File: src/rtl/alu_op_sequencer.sv
// Issuing master for the 4-bit alu: 3-cycle ALU ops, 2-cycle LDI, 4x4 register file.
// Optional macro ALU_SEQ_STICKY_V_EN makes v_flag accumulate overflow across ALU ops.
module alu_op_sequencer #(
   parameter int DATA_W = 4
) (
   input  logic              clk,
   input  logic              rst,
   input  logic              instr_valid,
   input  logic [13:0]       instr,
   output logic              instr_ready,
   output logic [DATA_W-1:0] alu_a,
   output logic [DATA_W-1:0] alu_b,
   output logic [3:0]        alu_s,
   input  logic [DATA_W-1:0] alu_y,
   input  logic              alu_z,
   input  logic              alu_v,
   output logic              done,
   output logic              z_flag,
   output logic              v_flag,
   input  logic [1:0]        dbg_sel,
   output logic [DATA_W-1:0] dbg_data
);

   typedef enum logic [1:0] {IDLE, ISSUE, CAPTURE} state_t;

   localparam logic [3:0] OP_LDI = 4'b1111;

   state_t            state;
   logic [DATA_W-1:0] rf [4];
   logic [3:0]        op_p0;
   logic [1:0]        rd_p0;
   logic [DATA_W-1:0] imm_p0;
   logic              accept;
   logic              v_next;

   assign instr_ready = (state == IDLE);
   assign accept      = instr_valid && instr_ready;
   assign dbg_data    = rf[dbg_sel];

`ifdef ALU_SEQ_STICKY_V_EN
   assign v_next = v_flag | alu_v;
`else
   assign v_next = alu_v;
`endif

   // Accept stage: the instruction is held here so the source need not keep it stable
   always_ff @(posedge clk) begin
      if (accept) begin
         op_p0  <= instr[13:10];
         rd_p0  <= instr[9:8];
         imm_p0 <= DATA_W'(instr[3:0]);
      end
   end

   always_ff @(posedge clk) begin
      if (rst) begin
         state  <= IDLE;
         rf     <= '{default: '0};
         alu_a  <= '0;
         alu_b  <= '0;
         alu_s  <= '0;
         done   <= 1'b0;
         z_flag <= 1'b0;
         v_flag <= 1'b0;
      end else begin
         done <= 1'b0;
         case (state)
            IDLE: begin
               if (instr_valid) begin
                  state <= ISSUE;
                  // Operands read now, so rd may alias ra/rb and still see the old value
                  if (instr[13:10] != OP_LDI) begin
                     alu_a <= rf[instr[7:6]];
                     alu_b <= rf[instr[5:4]];
                     alu_s <= instr[13:10];
                  end
               end
            end
            ISSUE: begin
               if (op_p0 == OP_LDI) begin
                  rf[rd_p0] <= imm_p0;
                  done      <= 1'b1;
                  state     <= IDLE;
               end else begin
                  state <= CAPTURE;
               end
            end
            CAPTURE: begin
               rf[rd_p0] <= alu_y;
               z_flag    <= alu_z;
               v_flag    <= v_next;
               done      <= 1'b1;
               state     <= IDLE;
            end
            default: state <= IDLE;
         endcase
      end
   end

endmodule

File: config.mk
export PLATFORM = sky130hd
export DESIGN_NAME = alu_op_sequencer
export DESIGN_NICKNAME = d
export VERILOG_FILES = /design/src/rtl/alu_op_sequencer.sv
export SDC_FILE = /design/constraint.sdc
export NUM_CORES = 1
export LEC_CHECK = 0
export BUFFER_PORTS_ARGS = -buffer_cell sky130_fd_sc_hd__buf_2
export CAP_MARGIN = 20
export CORE_MARGIN = 2
export CORE_UTILIZATION = 48
export CTS_BUF_LIST = sky130_fd_sc_hd__clkbuf_16
export CTS_CLUSTER_DIAMETER = 30
export DETAILED_ROUTE_END_ITERATION = 8
export PLACE_DENSITY = 0.75
export SLEW_MARGIN = 20
export SYNTH_ARGS = -nofsm -noshare
export SYNTH_HDL_FRONTEND = slang
export SYNTH_SLANG_ARGS = --single-unit
File: constraint.sdc
create_clock -name clk -period 1.5 [get_ports clk]
set_input_delay 0.075 -clock clk [delete_from_list [all_inputs] [get_ports clk]]
set_output_delay 0.075 -clock clk [all_outputs]
set_load 0.02 [all_outputs]
==> results of run 1 <==
final timing paths:
kind,depth (start not counted),endpoint,startpoint,slack [ns]
max,5,rf[13],state[1],0.07
max reg2reg,5,rf[13],state[1],0.07
min reg2reg,2,alu_s[1],alu_s[1],0.47
min,1,op_p0[3],instr[13],0.02
per-stage QoR:
stage | util [%] | setup slack (ns) | hold WS [ns]
floorplan | - | 0.0345 | 0.174
global placement | 58.9 | 0.0683 | 0.252
detailed placement | 58.9 | 0.00750 | 0.253
CTS | 63.7 | -0.00176 | 0.00892
global route | 64.8 | -0.0325 | 0.0163
finish | 64.8 | 0.0728 | 0.0175
sequential cells by signal, indices dropped and copies added (netlist names), 2 cells and up:
name and flops:
rf 16, alu_a 4, alu_b 4, alu_s 4, imm_p0 4, op_p0 4
rd_p0 2, state 2
cells in the mapped netlist, drive strengths merged (2+ instances only):
cell | instances | area, um^2
a21oi | 15 | 78.8
clkbuf | 5 | 18.8
nand3 | 12 | 60.1
nand4bb | 2 | 22.5
edfxtp | 10 | 300
nor2 | 5 | 18.8
and4 | 2 | 17.5
nand2 | 2 | 7.51
buf | 5 | 27.5
nor3 | 2 | 10.0
o21ai | 12 | 67.6
nand2b | 17 | 106
nor3b | 2 | 15.0
mux2i | 23 | 230
nand4 | 2 | 18.8
or2 | 5 | 31.3
ha | 5 | 62.6
mux4 | 12 | 278
dfxtp | 33 | 661
inv | 3 | 11.3
cell type report:
class                   count  area [um^2]  share of cell area, %
clock buffers               5          125                   4.73
clock inverters             3         11.3                  0.425
inverters                   3         11.3                  0.425
multi-input cells         122         1110                   41.8
flip-flops and latches     43          963                   36.4
well taps                  50         62.6                   2.36
repair buffers             61          367                   13.8
power breakdown:
| part | switching [W] | total, W | internal, W | leakage (nW) |
|---|---|---|---|---|
| sequential | 0.0000495 | 0.00131 | 0.00126 | 0.363 |
| combinational | 0.000256 | 0.000477 | 0.000221 | 0.614 |
| clock | 0.000403 | 0.00100 | 0.000598 | 0.0701 |
| total | 0.000708 | 0.00279 | 0.00208 | 1.05 |
worst max-delay path, delay by kind of cell (launching register included):
family                   cells  cell delay [ns]
buffers and inverters        1             0.09
flip-flops                   1             0.36
adder cells (fa/ha/maj)      1             0.20
multiplexers                 1             0.25
AND/OR/NAND/NOR              1             0.15
AO/OA/AOI/OAI                1             0.30
repair_timing:
item	in CTS	in global routing
hold endpoints to repair	6	0
endpoints found under the setup margin	1	19
hold buffers	6	0
gates resized for setup	0	15
pin swaps	0	2
metal layers:
metal,vias to the layer above,share of wire [%]
met5,-,0
met4,0,1.2
met3,4,3.5
met2,31,49
met1,772,46
li1,781,-
kinds of logic (layout without fill, tap and decap cells):
logic type | after synthesis | count (layout) | synth area share [%]
compound gates | 28 | 28 | 8.02
fa+ha+maj | 5 | 5 | 2.99
buf+inv | 13 | 72 | 2.75
mux | 35 | 35 | 24.3
simple gates | 54 | 54 | 15.9
flops | 43 | 43 | 46.0
cell usage in the layout (no fill, tap or decap), types with 3 or more instances in the layout:
cell type	synthesis	routed
a21oi_1	14	14
buf_2	4	44
buf_4	1	10
clkbuf_16	0	5
dfxtp_1	33	31
dlygate4sd3_1	0	6
edfxtp_1	10	10
mux2i_1	23	23
mux4_2	10	10
nand2b_1	17	17
nand3_1	12	12
nor2_1	5	5
o21ai_0	10	7
o21ai_1	0	3
or2_2	5	5
==> metrics, run 1 <==
Post-CTS Setup Inserts 0; largest net degree at the start of global routing 33; dpl cell area 2410 um^2; Post-Synthesis Cells 178; placed instance count 273; gr busiest metal met2; Finished Layout Cells 287; crit path time final 1.43 ns; Routability Congestion 0.846; max_cap viols 0; hold crit path type in2reg; final setup fails 0; share of cells above drive strength 1 37.6%; GR Util met3 3.90%; share of flip-flops with an asynchronous set or reset after synthesis 0%; Post-layout nets 266; CP peak stage delay 0.36 ns; Final Hold Fails 0; Worst-Skew Late Latency 0.28 ns; CP required 1.70 ns; CP Capture Type register; Slew headroom 67.0%; CTS Buf Count 5; Slew Viols, Final 0; synth warn 0; DRT Pass-1 Iters 4; status completed; GR Overflow Total 0; design area 2650 um^2; number of synthesized flops with an enable pin 10; PD cells 1050 nW/um^2; DR WL/cell 15.2 um; detailed router's first-iteration violation count 68; worst-path maximum fanout 10; Worst EP arrival 1.62 ns; measured slew at the worst slew-check pin 0.494 ns; Synthesized Nets 208; Total GRT Usage 18.6%; # DRC 0; maximum vdd drop 0.790 mV; initial core utilization 51.1%; Clock Path Buffers 2; register area share after synthesis 46.0%; met1 GRT Util 23.2%; CTS tree built; Final period util 95.1%; critical path class reg2reg; # diodes 0; clock sink count 43; Fmax 0.701 GHz; first-pass GRT wire length 7260 um; critical path cell sequence inv_1 -> ha_4 -> nor3b_1 -> a21oi_2 -> mux2i_1; Via density 5.53; setup_tns 0 ns; Post-DRT Antenna Nets 0; number of synthesized register bits 43; P_leak 1.05 nW; Mapped Area 2090 um^2; Area growth, synth to finish 26.7%; io pins 45; Syn Area/Cell 11.7 um^2; Post-DP HPWL 3150 um; die extent in y 70.0 um; clock skew 0.00521 ns; fillcell total 320; vias in the first global route 1,525; CTS H-tree lvls 2; top_reg_cell synth dfxtp_1; row count 23; Die Wd 70.0 um; Startpoint Class register; initial antenna violation count 0; clk root buf clkbuf_16; Total Routed Length 4370 um; total power 0.00279 W; RSZ-0062 raised after global routing true; count of cell types in the netlist 29; die area 4900 um^2; slowest cell on the critical path dfxtp_2; core area 4090 um^2; met2 Use GR 32.0%; IO buf count 44; CTS clk-pin slew, worst paths 0.06 ns; total number of vias 1,588
Note: power is estimated with default switching activity, not from simulation.
==> run 2, diff against run 1 <==
- CORE_UTILIZATION: 48 -> 54
- PLACE_DENSITY: 0.75 -> 0.79
- clock period: 1.5 -> 1.6 ns (I/O delays scaled with it)
==> metrics, run 2 (synthesized netlist as in run 1, its figures left out) <==
P_leak 1.02 nW (-3.0%); PD cells 1010 nW/um^2 (-3.8%); die extent in y 66.2 um (-5.4%); core area 3690 um^2 (-9.7%); Post-DRT Antenna Nets 0 (unchanged); Post-DP HPWL 3050 um (-3.1%); Clock Path Buffers 2 (unchanged); CTS H-tree lvls 2 (unchanged); Final Hold Fails 0 (unchanged); worst hold path depth 1 (unchanged); depth of the most critical reg-to-reg path 5 (unchanged); Worst Hold Launch instr[12]; final setup fails 0 (unchanged); Total GRT Usage 21.8% (+3.2 points); hold crit path type in2reg; Total Routed Length 4240 um (-3.1%); GR Overflow Total 0 (unchanged); Finished Layout Cells 278 (-3.1%); clock skew 0.00670 ns (+0.00149 ns); clk root buf clkbuf_16; Startpoint Class register; CTS clk-pin slew, worst paths 0.06 ns (about the same); RSZ-0062 raised after global routing false; CTS tree built; largest net degree at the start of global routing 27 (-18%); IO buf count 44 (unchanged); Post-layout nets 259 (-2.6%); die area 4380 um^2 (-10%); Area growth, synth to finish 23.0%; total number of vias 1,551 (-2.3%); Post-CTS Setup Inserts 0 (unchanged); met2 Use GR 37.8% (+5.8 points); Worst Hold Slack 0.0208 ns (+0.00324 ns); # diodes 0 (unchanged); met1 GRT Util 25.7% (+2.5 points); first-pass GRT wire length 7100 um (-2.2%); maximum vdd drop 0.858 mV (+8.5%); commonest cells after routing, fill and taps aside 44 x buf_2, 33 x dfxtp_1, 23 x mux2i_1, 17 x nand2b_1, 14 x a21oi_1; GR Util met3 5.96% (+2.1 points); gr busiest metal met2; Die Wd 66.2 um (-5.4%); status completed; # DRC 0 (unchanged); share of cells above drive strength 1 33.0% (-4.5 points); Routability Congestion 0.776 (-8.3%); Fmax 0.678 GHz (-3.2%); fillcell total 286 (-11%); DRT Pass-1 Iters 4 (unchanged); vias in the first global route 1,573 (+3.1%); critical path class reg2reg; Reg with most FFs rf; io pins 45 (unchanged); PnR worst setup slack 0.125 ns (+0.0523 ns); max reg flops 16 (unchanged); DR WL/cell 15.2 um (about the same); Via density 5.58 (+0.83%); Worst Setup SP state[0]; max_cap viols 0 (unchanged); placed instance count 264 (-3.3%); Final period util 92.2% (-3.0 points); Slew headroom 70.2% (+3.3 points); Worst EP arrival 1.68 ns (+0.06 ns); crit path time final 1.47 ns (+0.0477 ns); setup_tns 0 ns (unchanged); Reg-to-Reg Start state[0]; measured slew at the worst slew-check pin 0.445 ns (-0.0487 ns); clock sink count 43 (unchanged); initial core utilization 56.6% (+5.5 points); initial antenna violation count 0 (unchanged); CTS Buf Count 5 (unchanged); worst-path maximum fanout 5 (-5); Worst-Skew Late Latency 0.28 ns (about the same); final core occ 69.7% (+4.9 points); Slew Viols, Final 0 (unchanged); commonest non-fill, non-tap cell in the layout buf_2; detailed router's first-iteration violation count 119 (+75%); row count 22 (-4.3%); CP Capture Type register; CP required 1.81 ns (+0.11 ns); post-place setup slack 0.0726 ns (+0.0651 ns)
==> run 2: path summary, 6_finish.rpt <==
check,slack (ns),to
worst max register to register,0.13,rf[8]
worst max-delay path,0.13,rf[8]
worst min-delay path,0.02,op_p0[2]
worst min register to register,0.47,alu_s[1]
==> run 2: metal layers <==
layer | up-vias | wire length [um]
met3 | 6 | 209
met2 | 43 | 2140
met4 | 0 | 51
met5 | - | 0
met1 | 733 | 1840
li1 | 769 | -
==> run 2: through the flow <==
step | instance area [um^2] | power (W)
6_report | 2570 | 0.00260
5_1_grt | 2570 | 0.00272
4_1_cts | 2570 | 0.00261
3_5_place_dp | 2370 | 0.00165
3_3_place_gp | 2370 | 0.00163
2_1_floorplan | 2090 | 0.00151
==> run 2: power by group <==
group	leakage (nW)	total, W	switching (W)	internal [W]
logic	0.583	0.000415	0.000228	0.000187
registers	0.362	0.00122	0.0000436	0.00118
clock network	0.0710	0.000964	0.000395	0.000569
total	1.02	0.00260	0.000667	0.00194
==> run 2: timing repair <==
action | in CTS | in global routing
hold buffers | 6 | 0
endpoints found under the hold margin | 6 | 0
setup endpoints to repair | 0 | 16
resized for setup | 0 | 1
==> run 2: layout make-up <==
class | count | area (um^2) | area share, %
clock buffers | 5 | 125 | 4.87
clock inverters | 3 | 16.3 | 0.633
inverters | 3 | 11.3 | 0.438
multi-input cells | 122 | 1070 | 41.8
flip-flops and latches | 43 | 961 | 37.4
well taps | 48 | 60.1 | 2.34
repair buffers | 54 | 323 | 12.6
==> run 2: worst max-delay path, stage by stage, from the launching register on <==
cell and delay (ns):
dfxtp_1 0.36, inv_1 0.10, ha_1 0.31, mux2i_1 0.15, or2_2 0.33, mux2i_1 0.15
==> run 3, diff against run 2 <==
- CORE_MARGIN: 2 -> not set
- GPL_TIMING_DRIVEN: not set -> 0
- REMOVE_ABC_BUFFERS: not set -> 1
==> metrics, run 3 (synthesized netlist as in run 1, its figures left out) <==
status completed; Total GRT Usage 21.7% (-0.11 points); row count 22 (unchanged); final setup fails 0 (unchanged); die area 4120 um^2 (-6.0%); Post-DP HPWL 2800 um (-8.2%); CTS tree built; commonest non-fill, non-tap cell in the layout buf_2; total number of vias 1,620 (+4.4%); die extent in y 64.2 um (-3.0%); Via density 5.77 (+3.3%); Worst Hold Slack 0.0222 ns (+0.00141 ns); Reg with most FFs rf; design area 2600 um^2 (+1.1%); cell-internal power 0.00193 W (-0.22%); io pins 45 (unchanged); # diodes 0 (unchanged); Worst-Skew Late Latency 0.28 ns (about the same); crit path time final 1.53 ns (+0.0532 ns); dpl cell area 2320 um^2 (-1.8%); critical path class reg2reg; initial antenna violation count 0 (unchanged); Slew Viols, Final 0 (unchanged); clock sink count 43 (unchanged); Clk network pwr share 36.2% (-0.8 points); slowest cell on the critical path ha_1; largest net degree at the start of global routing 38 (+41%); Worst Setup SP state[0]; Total Routed Length 4290 um (+1.3%); commonest cells after routing, fill and taps aside 44 x buf_2, 33 x dfxtp_1, 23 x mux2i_1, 17 x nand2b_1, 14 x a21oi_1; sw power 0.000666 W (about the same); DRT Pass-1 Iters 4 (unchanged); hold crit path type in2reg; depth of the most critical reg-to-reg path 6 (+1); worst-path maximum fanout 6 (+1); first-pass GRT wire length 6680 um (-5.9%); placed instance count 260 (-1.5%); Post-DRT Antenna Nets 0 (unchanged); CP required 1.77 ns (-0.04 ns); DR WL/cell 15.3 um (+0.24%); P_leak 1.01 nW (-0.20%); Finished Layout Cells 281 (+1.1%); Final Hold Fails 0 (unchanged); CTS Buf Count 5 (unchanged); Sw Ratio 25.6% (+0.028 points); max reg flops 16 (unchanged); maximum vdd drop 0.735 mV (-14%); GR Overflow Total 0 (unchanged); # DRC 0 (unchanged); share of cells above drive strength 1 34.8% (+1.7 points); critical path cell sequence inv_1 -> ha_1 -> nor4b_2 -> a21oi_2 -> buf_4 -> mux2i_1; Comb power frac 16.6% (+0.6 points); CTS clk-pin slew, worst paths 0.06 ns (about the same); core area 3690 um^2 (unchanged); Routability Congestion 0.797 (+2.7%); PD cells 1000 nW/um^2 (-1.2%); CP Capture Type register; CTS H-tree lvls 2 (unchanged); Slew headroom 61.8% (-8.4 points); Area growth, synth to finish 24.3%; setup_tns 0 ns (unchanged); Die Wd 64.2 um (-3.0%); clock skew 0.00324 ns (-0.00346 ns); clk root buf clkbuf_16; Reg-to-Reg Start state[0]; Post-layout nets 262 (+1.2%); Clock Path Buffers 2 (unchanged); IO buf count 44 (unchanged); detailed router's first-iteration violation count 101 (-15%); Final period util 95.5% (+3.3 points); initial core utilization 56.6% (unchanged); CP peak stage delay 0.33 ns (-0.03 ns); total power 0.00260 W (-0.18%); Seq pwr share 47.1% (about the same); FF-to-FF End rf[12]; R2R Setup Slk 0.07 ns (-0.05 ns); Worst EP arrival 1.70 ns (+0.02 ns); measured slew at the worst slew-check pin 0.572 ns (+0.127 ns); max_cap viols 0 (unchanged); Startpoint Class register; CP endpoint rf[12]; vias in the first global route 1,505 (-4.3%); Fmax 0.654 GHz (-3.5%)
## run 3: power groups by stage
stage                     combinational (W)  clock [W]  sequential [W]
final                              0.000432   0.000941         0.00122
after global placement             0.000358          0         0.00124
after floorplan                    0.000227          0         0.00126
after global routing               0.000469   0.000997         0.00123
after detailed placement           0.000364          0         0.00124
after CTS                          0.000411   0.000945         0.00122
## run 3: per-stage QoR
step                setup slack [ns]  util, %
finish                        0.0719     70.4
global route                 -0.0589     70.4
CTS                           0.0167     69.4
detailed placement            -0.295     63.0
global placement              -0.257     63.0
floorplan                     -0.146        -
## run 3: layout make-up
class / count / area [um^2]
inverter: 3 / 15.0
multi-input combinational: 122 / 1090
clock buffer: 5 / 125
tap: 48 / 60.1
clock inverter: 3 / 11.3
fill: 269 / 1090
timing repair inverter: 2 / 15.0
sequential: 43 / 961
timing repair buffer: 55 / 318
## run 3: layer usage
metal	GRT usage [%]	vias up	wire [um]
met1	26.2	776	1880
met4	8.06	0	100
met3	6.79	13	256
met5	0	-	0
met2	36.2	63	2050
li1	-	768	-
## run 3: what timing repair did
item | CTS | global route
endpoints found under the hold margin | 6 | 0
setup endpoints to repair | 22 | 16
pin swaps | 0 | 2
setup buffers | 2 | 3
cloned | 2 | 0
resized for setup | 5 | 3
hold buffers | 6 | 0
## run 3: worst max-delay path: cells and delay by family (launching register included)
| kind | cells | cell delay, ns |
|---|---|---|
| and+or+nand+nor | 1 | 0.31 |
| adders and majority gates | 1 | 0.33 |
| AOI/OAI and AO/OA | 1 | 0.05 |
| muxes | 1 | 0.12 |
| buffers and inverters | 2 | 0.30 |
| DFF | 1 | 0.32 |
## run 3: worst min-delay path by stage
| stage | from | end | slack (ns) | cells past startpoint |
|---|---|---|---|---|
| floorplan | rst | alu_a[0] | 0.15 | 1 |
| global placement | instr[3] | imm_p0[3] | 0.26 | 1 |
| detailed placement | instr[8] | rd_p0[0] | 0.26 | 1 |
| CTS | instr[12] | op_p0[2] | 0.03 | 1 |
| global route | instr[12] | op_p0[2] | 0.03 | 1 |
| finish | instr[12] | op_p0[2] | 0.02 | 1 |
